File: config.mk
export PLATFORM = sky130hd
export DESIGN_NAME = eq_gain_sequencer
export DESIGN_NICKNAME = d
export VERILOG_FILES = /design/src/rtl/eq_ctrl_pkg.sv /design/src/rtl/set_debounce.sv /design/src/rtl/eq_gain_sequencer.sv
export SDC_FILE = /design/constraint.sdc
export NUM_CORES = 1
export LEC_CHECK = 0
export ABC_AREA = 1
export BUFFER_PORTS_ARGS = -buffer_cell sky130_fd_sc_hd__buf_2
export CORE_UTILIZATION = 39
export CTS_CLUSTER_SIZE = 14
export DETAILED_ROUTE_END_ITERATION = 6
export MAX_ROUTING_LAYER = met4
export PLACE_DENSITY = 0.62
export RECOVER_POWER = 50
export SKIP_CTS_REPAIR_TIMING = 1
export SLEW_MARGIN = 20
export SYNTH_ARGS = -nofsm -noshare
export SYNTH_HDL_FRONTEND = slang
export SYNTH_HIERARCHICAL = 1
export SYNTH_SLANG_ARGS = --single-unit
export TNS_END_PERCENT = 30
File: constraint.sdc
create_clock -name CLOCK_50 -period 2.7 [get_ports CLOCK_50]
set_input_delay 0 -clock CLOCK_50 [delete_from_list [all_inputs] [get_ports CLOCK_50]]
set_output_delay 0 -clock CLOCK_50 [all_outputs]
set_load 0.05 [all_outputs]
File: src/rtl/eq_ctrl_pkg.sv
// Shared types and default constants for the EQ gain sequencer.
package eq_ctrl_pkg;

  localparam int unsigned DEF_LEVEL_W      = 5;
  localparam int          DEF_LEVEL_MIN    = -12;
  localparam int          DEF_LEVEL_MAX    = 12;
  localparam int unsigned DEF_DEBOUNCE_CYC = 500000;

  typedef enum logic [1:0] {
    IDLE    = 2'd0,
    CAPTURE = 2'd1,
    RAMP    = 2'd2,
    PUSH    = 2'd3
  } eq_state_e;

endpackage

File: src/rtl/set_debounce.sv
// Button conditioning: 2-flop synchronizer, counting debouncer and rising-edge pulse.
module set_debounce
  import eq_ctrl_pkg::*;
#(
  parameter int unsigned DEBOUNCE_CYC = DEF_DEBOUNCE_CYC
) (
  input  logic clk,
  input  logic rst_n,
  input  logic set,
  output logic set_evt
);

  localparam int unsigned CNT_W = (DEBOUNCE_CYC > 1) ? $clog2(DEBOUNCE_CYC) : 1;
  localparam logic [CNT_W-1:0] CNT_LAST = CNT_W'(DEBOUNCE_CYC - 1);

  logic [1:0]       sync_q;
  logic             db_q;
  logic [CNT_W-1:0] cnt_q;

  // Synchronize, count consecutive samples differing from the debounced level, flip on the last one.
  always_ff @(posedge clk or negedge rst_n) begin
    if (!rst_n) begin
      sync_q  <= 2'b00;
      db_q    <= 1'b0;
      cnt_q   <= '0;
      set_evt <= 1'b0;
    end else begin
      sync_q  <= {sync_q[0], set};
      set_evt <= 1'b0;
      if (sync_q[1] == db_q) begin
        cnt_q <= '0;
      end else if (cnt_q == CNT_LAST) begin
        cnt_q   <= '0;
        db_q    <= sync_q[1];
        set_evt <= sync_q[1];
      end else begin
        cnt_q <= cnt_q + CNT_W'(1);
      end
    end
  end

endmodule

File: src/rtl/eq_gain_sequencer.sv
// Button-triggered capture of three band levels and hand-off of gains to the equalizer.
// Optional feature macro EQ_GAIN_RAMP_EN: when defined, gains walk one step per
// sample_tick toward the captured targets with a handshake per step; otherwise
// the clamped targets are pushed in a single transfer.
module eq_gain_sequencer
  import eq_ctrl_pkg::*;
#(
  parameter int unsigned LEVEL_W      = DEF_LEVEL_W,
  parameter int          LEVEL_MIN    = DEF_LEVEL_MIN,
  parameter int          LEVEL_MAX    = DEF_LEVEL_MAX,
  parameter int unsigned DEBOUNCE_CYC = DEF_DEBOUNCE_CYC
) (
  input  logic                      CLOCK_50,
  input  logic                      reset,
  input  logic                      set,
  input  logic signed [LEVEL_W-1:0] bass_level,
  input  logic signed [LEVEL_W-1:0] mid_level,
  input  logic signed [LEVEL_W-1:0] treble_level,
  input  logic                      sample_tick,
  output logic signed [LEVEL_W-1:0] bass_gain,
  output logic signed [LEVEL_W-1:0] mid_gain,
  output logic signed [LEVEL_W-1:0] treble_gain,
  output logic                      gain_valid,
  input  logic                      gain_ready,
  output logic                      busy
);

  localparam int unsigned NUM_BANDS = 3;

  typedef logic signed [LEVEL_W-1:0] level_t;

  localparam level_t MIN_L = LEVEL_W'(LEVEL_MIN);
  localparam level_t MAX_L = LEVEL_W'(LEVEL_MAX);

  eq_state_e state_q, state_n;
  logic      pending_q, pending_n;
  logic      set_evt;
  level_t    level_c  [NUM_BANDS];
  level_t    gain_q   [NUM_BANDS];
  level_t    gain_n   [NUM_BANDS];
  level_t    target_q [NUM_BANDS];
  level_t    target_n [NUM_BANDS];

  function automatic level_t clamp_level(input level_t v);
    level_t r;
    r = v;
    if (v < MIN_L)      r = MIN_L;
    else if (v > MAX_L) r = MAX_L;
    return r;
  endfunction

  set_debounce #(
    .DEBOUNCE_CYC (DEBOUNCE_CYC)
  ) u_set_debounce (
    .clk     (CLOCK_50),
    .rst_n   (reset),
    .set     (set),
    .set_evt (set_evt)
  );

  assign level_c[0] = bass_level;
  assign level_c[1] = mid_level;
  assign level_c[2] = treble_level;

  assign bass_gain   = gain_q[0];
  assign mid_gain    = gain_q[1];
  assign treble_gain = gain_q[2];

`ifdef EQ_GAIN_RAMP_EN
  localparam level_t ONE_L = LEVEL_W'(1);

  logic at_target_c;

  // All bands already sit on their targets.
  always_comb begin
    at_target_c = 1'b1;
    for (int unsigned i = 0; i < NUM_BANDS; i++) begin
      if (gain_q[i] != target_q[i]) at_target_c = 1'b0;
    end
  end
`else
  logic unused_tick;
  assign unused_tick = sample_tick;
`endif

  // Next-state, pending flag, targets and gains.
  always_comb begin
    state_n   = state_q;
    pending_n = pending_q;
    gain_n    = gain_q;
    target_n  = target_q;
    if (set_evt) pending_n = 1'b1;
    case (state_q)
      IDLE: begin
        if (set_evt || pending_q) begin
          state_n   = CAPTURE;
          pending_n = 1'b0;
        end
      end
      CAPTURE: begin
        for (int unsigned i = 0; i < NUM_BANDS; i++) begin
          target_n[i] = clamp_level(level_c[i]);
`ifndef EQ_GAIN_RAMP_EN
          gain_n[i] = clamp_level(level_c[i]);
`endif
        end
`ifdef EQ_GAIN_RAMP_EN
        state_n = RAMP;
`else
        state_n = PUSH;
`endif
      end
      RAMP: begin
`ifdef EQ_GAIN_RAMP_EN
        if (at_target_c) begin
          state_n = IDLE;
        end else if (sample_tick) begin
          for (int unsigned i = 0; i < NUM_BANDS; i++) begin
            if (gain_q[i] < target_q[i])      gain_n[i] = gain_q[i] + ONE_L;
            else if (gain_q[i] > target_q[i]) gain_n[i] = gain_q[i] - ONE_L;
          end
          state_n = PUSH;
        end
`else
        state_n = IDLE;
`endif
      end
      PUSH: begin
        if (gain_ready) begin
`ifdef EQ_GAIN_RAMP_EN
          state_n = RAMP;
`else
          state_n = IDLE;
`endif
        end
      end
      default: state_n = IDLE;
    endcase
  end

  // State, data and registered status outputs.
  always_ff @(posedge CLOCK_50 or negedge reset) begin
    if (!reset) begin
      state_q    <= IDLE;
      pending_q  <= 1'b0;
      gain_valid <= 1'b0;
      busy       <= 1'b0;
      for (int unsigned i = 0; i < NUM_BANDS; i++) begin
        gain_q[i]   <= '0;
        target_q[i] <= '0;
      end
    end else begin
      state_q    <= state_n;
      pending_q  <= pending_n;
      gain_valid <= (state_n == PUSH);
      busy       <= (state_n != IDLE);
      gain_q     <= gain_n;
      target_q   <= target_n;
    end
  end

endmodule

==> impl_metrics.prom <==
# TYPE chip_impl_metric gauge
chip_impl_info{name="run_status",value="complete, but fails checks"} 1
chip_impl_info{name="violated_checks",value="negative hold slack"} 1
chip_impl_metric{name="die_h",unit="µm"} 76.5
chip_impl_metric{name="worstSkewPairLatency",unit="ns"} 0.30
chip_impl_metric{name="post_drt_wl_per_cell",unit="µm"} 11.3
chip_impl_metric{name="antenna_left",unit=""} 0
chip_impl_metric{name="setup_ws",unit="ns"} 1.25
chip_impl_metric{name="synth.ff_latch_count",unit=""} 43
chip_impl_metric{name="critical_path_required",unit="ns"} 2.89
chip_impl_info{name="holdCritPathClass",value="primary input to flop"} 1
chip_impl_metric{name="netlist_area",unit="µm²"} 2160
chip_impl_metric{name="placement_rows",unit=""} 26
chip_impl_metric{name="nNetsFinal",unit=""} 326
chip_impl_metric{name="syn-instance-count",unit=""} 262
chip_impl_metric{name="number_of_antenna_violations_at_the_first_check_in_global_routing",unit=""} 0
chip_impl_metric{name="via_count",unit=""} 1706
chip_impl_info{name="synth_top_area_cell",value="dfrtp_1"} 1
chip_impl_info{name="critical_path_class",value="flop to flop"} 1
chip_impl_metric{name="filler_cell_count",unit=""} 536
chip_impl_metric{name="slew_viols_final",unit=""} 0
chip_impl_info{name="cp_cell_sequence",value="ha_1, nand2_1, nor2_1, nand3_2, nand2_2, nor2_1"} 1
chip_impl_info{name="rsz0062_at_grt",value="no"} 1
chip_impl_metric{name="detail_route.vias_per_cell",unit=""} 4.54
chip_impl_metric{name="hold_ws",unit="ns"} -0.0221
chip_impl_info{name="worst_path_slowest_cell",value="dfrtp_1"} 1
chip_impl_metric{name="power_density",unit="nW/µm²"} 702
chip_impl_metric{name="multi_input_gate_area_in_the_final_layout",unit="µm²"} 920
chip_impl_metric{name="core_area",unit="µm²"} 5240
chip_impl_metric{name="grt_util_all_layers",unit="%"} 15.8
chip_impl_metric{name="first_global_vias",unit=""} 1666
chip_impl_metric{name="cap_violations",unit=""} 0
chip_impl_metric{name="die_area",unit="µm²"} 5850
chip_impl_metric{name="tns",unit="ns"} 0
chip_impl_metric{name="min_period_over_period",unit="%"} 53.6
chip_impl_metric{name="arrival",unit="ns"} 1.63
chip_impl_metric{name="routed_wl",unit="mm"} 4.24
chip_impl_metric{name="ys_warn_count",unit=""} 6
chip_impl_metric{name="grt_max_degree",unit=""} 44
chip_impl_metric{name="netlist.area_leader.share",unit="%"} 49.7
chip_impl_metric{name="hold_violations",unit=""} 7
chip_impl_metric{name="highest_ir_drop_seen_on_vdd",unit="mV"} 0.541
chip_impl_metric{name="cts-root-to-sink-buffers",unit=""} 2
chip_impl_info{name="cts_tree",value="done"} 1
chip_impl_metric{name="crit_path_max_incr_delay",unit="ns"} 0.38
chip_impl_metric{name="syn-mean-instance-area",unit="µm²"} 8.26
chip_impl_metric{name="crit_path_max_fanout",unit=""} 8
chip_impl_metric{name="area.sequential",unit="µm²"} 1080
chip_impl_metric{name="floorplan.io_pins",unit=""} 37
chip_impl_metric{name="clk_sinks",unit=""} 43
chip_impl_metric{name="drt_pass_1_iters",unit=""} 4
chip_impl_metric{name="routabilityCongestion",unit=""} 0.855
chip_impl_info{name="layout_commonest_cell",value="nand2_1"} 1
chip_impl_metric{name="syn_nets",unit=""} 283
chip_impl_metric{name="cts-buffers-inserted",unit=""} 5
chip_impl_metric{name="detail_route.drc_violations",unit=""} 0
chip_impl_metric{name="antenna_cells",unit=""} 0
chip_impl_metric{name="die_x",unit="µm"} 76.5
chip_impl_metric{name="min_period",unit="ns"} 1.45
chip_impl_metric{name="place_worst_setup_slack",unit="ns"} 1.27
chip_impl_metric{name="cp_num_buf_inv",unit=""} 0
chip_impl_metric{name="dp_hpwl",unit="mm"} 2.95
chip_impl_metric{name="first_pass_grt_wire_length",unit="mm"} 7.24
chip_impl_metric{name="floorplan.initialDensity",unit="%"} 41.3
chip_impl_metric{name="timing_worst_slew_pin_value",unit="ns"} 1.05
chip_impl_info{name="setup.worst_path.start_class",value="flop"} 1
chip_impl_info{name="synthTopCellsByArea",value="dfrtp_1, nand2_1, nor2_1"} 1
chip_impl_metric{name="grt_overflow_total",unit=""} 0
chip_impl_metric{name="drt_iter0_drc",unit=""} 147
chip_impl_metric{name="setup_violations",unit=""} 0
chip_impl_info{name="path_common_cell",value="nor2_1"} 1
chip_impl_info{name="root_buffer",value="clkbuf_8"} 1
chip_impl_info{name="cp-end-kind",value="flop"} 1
chip_impl_metric{name="area.growth.synth_to_final",unit="%"} 15.8
chip_impl_metric{name="drive_gt1_share",unit="%"} 16.3
chip_impl_metric{name="final_worst_clock_skew",unit="ns"} 0.00963
chip_impl_info{name="timing.critical_path.max_delay_family",value="simple AND/OR/NAND/NOR gates"} 1
chip_impl_info{name="mostFrequentLayoutCells",value="nand2_1, nor2_1, dfrtp_1"} 1
chip_impl_metric{name="count_of_cell_types_in_the_netlist",unit=""} 25
chip_impl_metric{name="synth_sequential_area_ratio",unit="%"} 49.7
chip_impl_metric{name="clk_transition_reported_paths",unit="ns"} 0.09
chip_impl_metric{name="timing.slew.headroom",unit="%"} 30.1
chip_impl_metric{name="port_buffers",unit=""} 35
chip_impl_metric{name="cts_h_tree_lvls",unit=""} 2
chip_impl_metric{name="clock.fmax",unit="MHz"} 691
chip_impl_metric{name="leakage",unit="µW"} 0.00118
==> report_power, final <==
part	internal (µW)	switching [µW]	leakage [µW]
clock network	209	237	0.0000474
logic	96.2	427	0.000572
registers	733	55.3	0.000563
==> cells in the mapped netlist, drive strengths merged <==
master  number
a21oi        9
buf          4
dfrtp       43
ha           1
inv         31
nand2       65
nand3       25
nand4        2
nor2        57
nor3         3
nor3b        2
o21a         1
o21ai       10
xnor2        2
xor2         7
==> state kept, by name, summed over array words and instances, names as in the netlist <==
name	cells
u_set_debounce/db_q	1
bass_gain	5
u_set_debounce/sync_q	2
state_q	2
busy	1
u_set_debounce/cnt_q	19
u_set_debounce/set_evt	1
treble_gain	5
gain_valid	1
pending_q	1
mid_gain	5
==> per-layer routing <==
layer	up-vias	part of all wire [%]	track usage [%]
met5	-	0	-
met4	0	1.2	5.38
met3	5	2.9	3.71
met2	19	45	24.9
met1	782	51	20.1
li1	900	-	-
==> through the flow <==
step / total power, µW / utilization (%) / instances / area, µm²
6_report: 1760 / 47.8 / 376 / 2500
5_1_grt: 1850 / 47.8 / 376 / 2500
4_1_cts: 1790 / 47.3 / 371 / 2480
3_5_place_dp: 1350 / 45.4 / 363 / 2380
3_3_place_gp: 1340 / 45.4 / 363 / 2380
2_1_floorplan: 1210 / - / 262 / 2160
==> worst register-to-register path: stages (launching register included) <==
cell and delay [ns]:
dfrtp_1 0.38, ha_1 0.17, nand2_1 0.12, nor2_1 0.20, nand3_2 0.20, nand2_2 0.19
nor2_1 0.07
==> final timing paths <==
path / depth (start not counted) / end / from / slack [ns]
min in group asynchronous: 2 / mid_gain[1] / reset / 0.43
hold reg to reg: 0 / u_set_debounce/sync_q[1] / u_set_debounce/sync_q[0] / 0.36
max in group asynchronous: 2 / u_set_debounce/cnt_q[13] / reset / 1.62
setup / recovery: 6 / u_set_debounce/cnt_q[5] / u_set_debounce/cnt_q[0] / 1.25
setup reg to reg: 6 / u_set_debounce/cnt_q[5] / u_set_debounce/cnt_q[0] / 1.25
hold / removal: 3 / bass_gain[2] / bass_level[2] / -0.02
==> kinds of logic (layout without fill, tap and decap cells) <==
kind of cell / after synthesis / after routing / synth area share, %
simple gates: 154 / 154 / 33.2
xor+xnor: 9 / 9 / 3.99
flops: 43 / 43 / 49.7
compound gates: 20 / 20 / 4.74
buf+inv: 35 / 79 / 7.75
fa+ha+maj: 1 / 1 / 0.578
==> final cells by class <==
type                    instances  share of cell area (%)
clock buffers                   6                    3.30
clock inverters                 2                   0.649
inverters                      31                    4.75
multi-input cells             184                    36.7
flip-flops and latches         43                    43.0
well taps                      70                    3.50
repair buffers                 40                    8.14
Note: power is estimated with default switching activity, not from simulation.
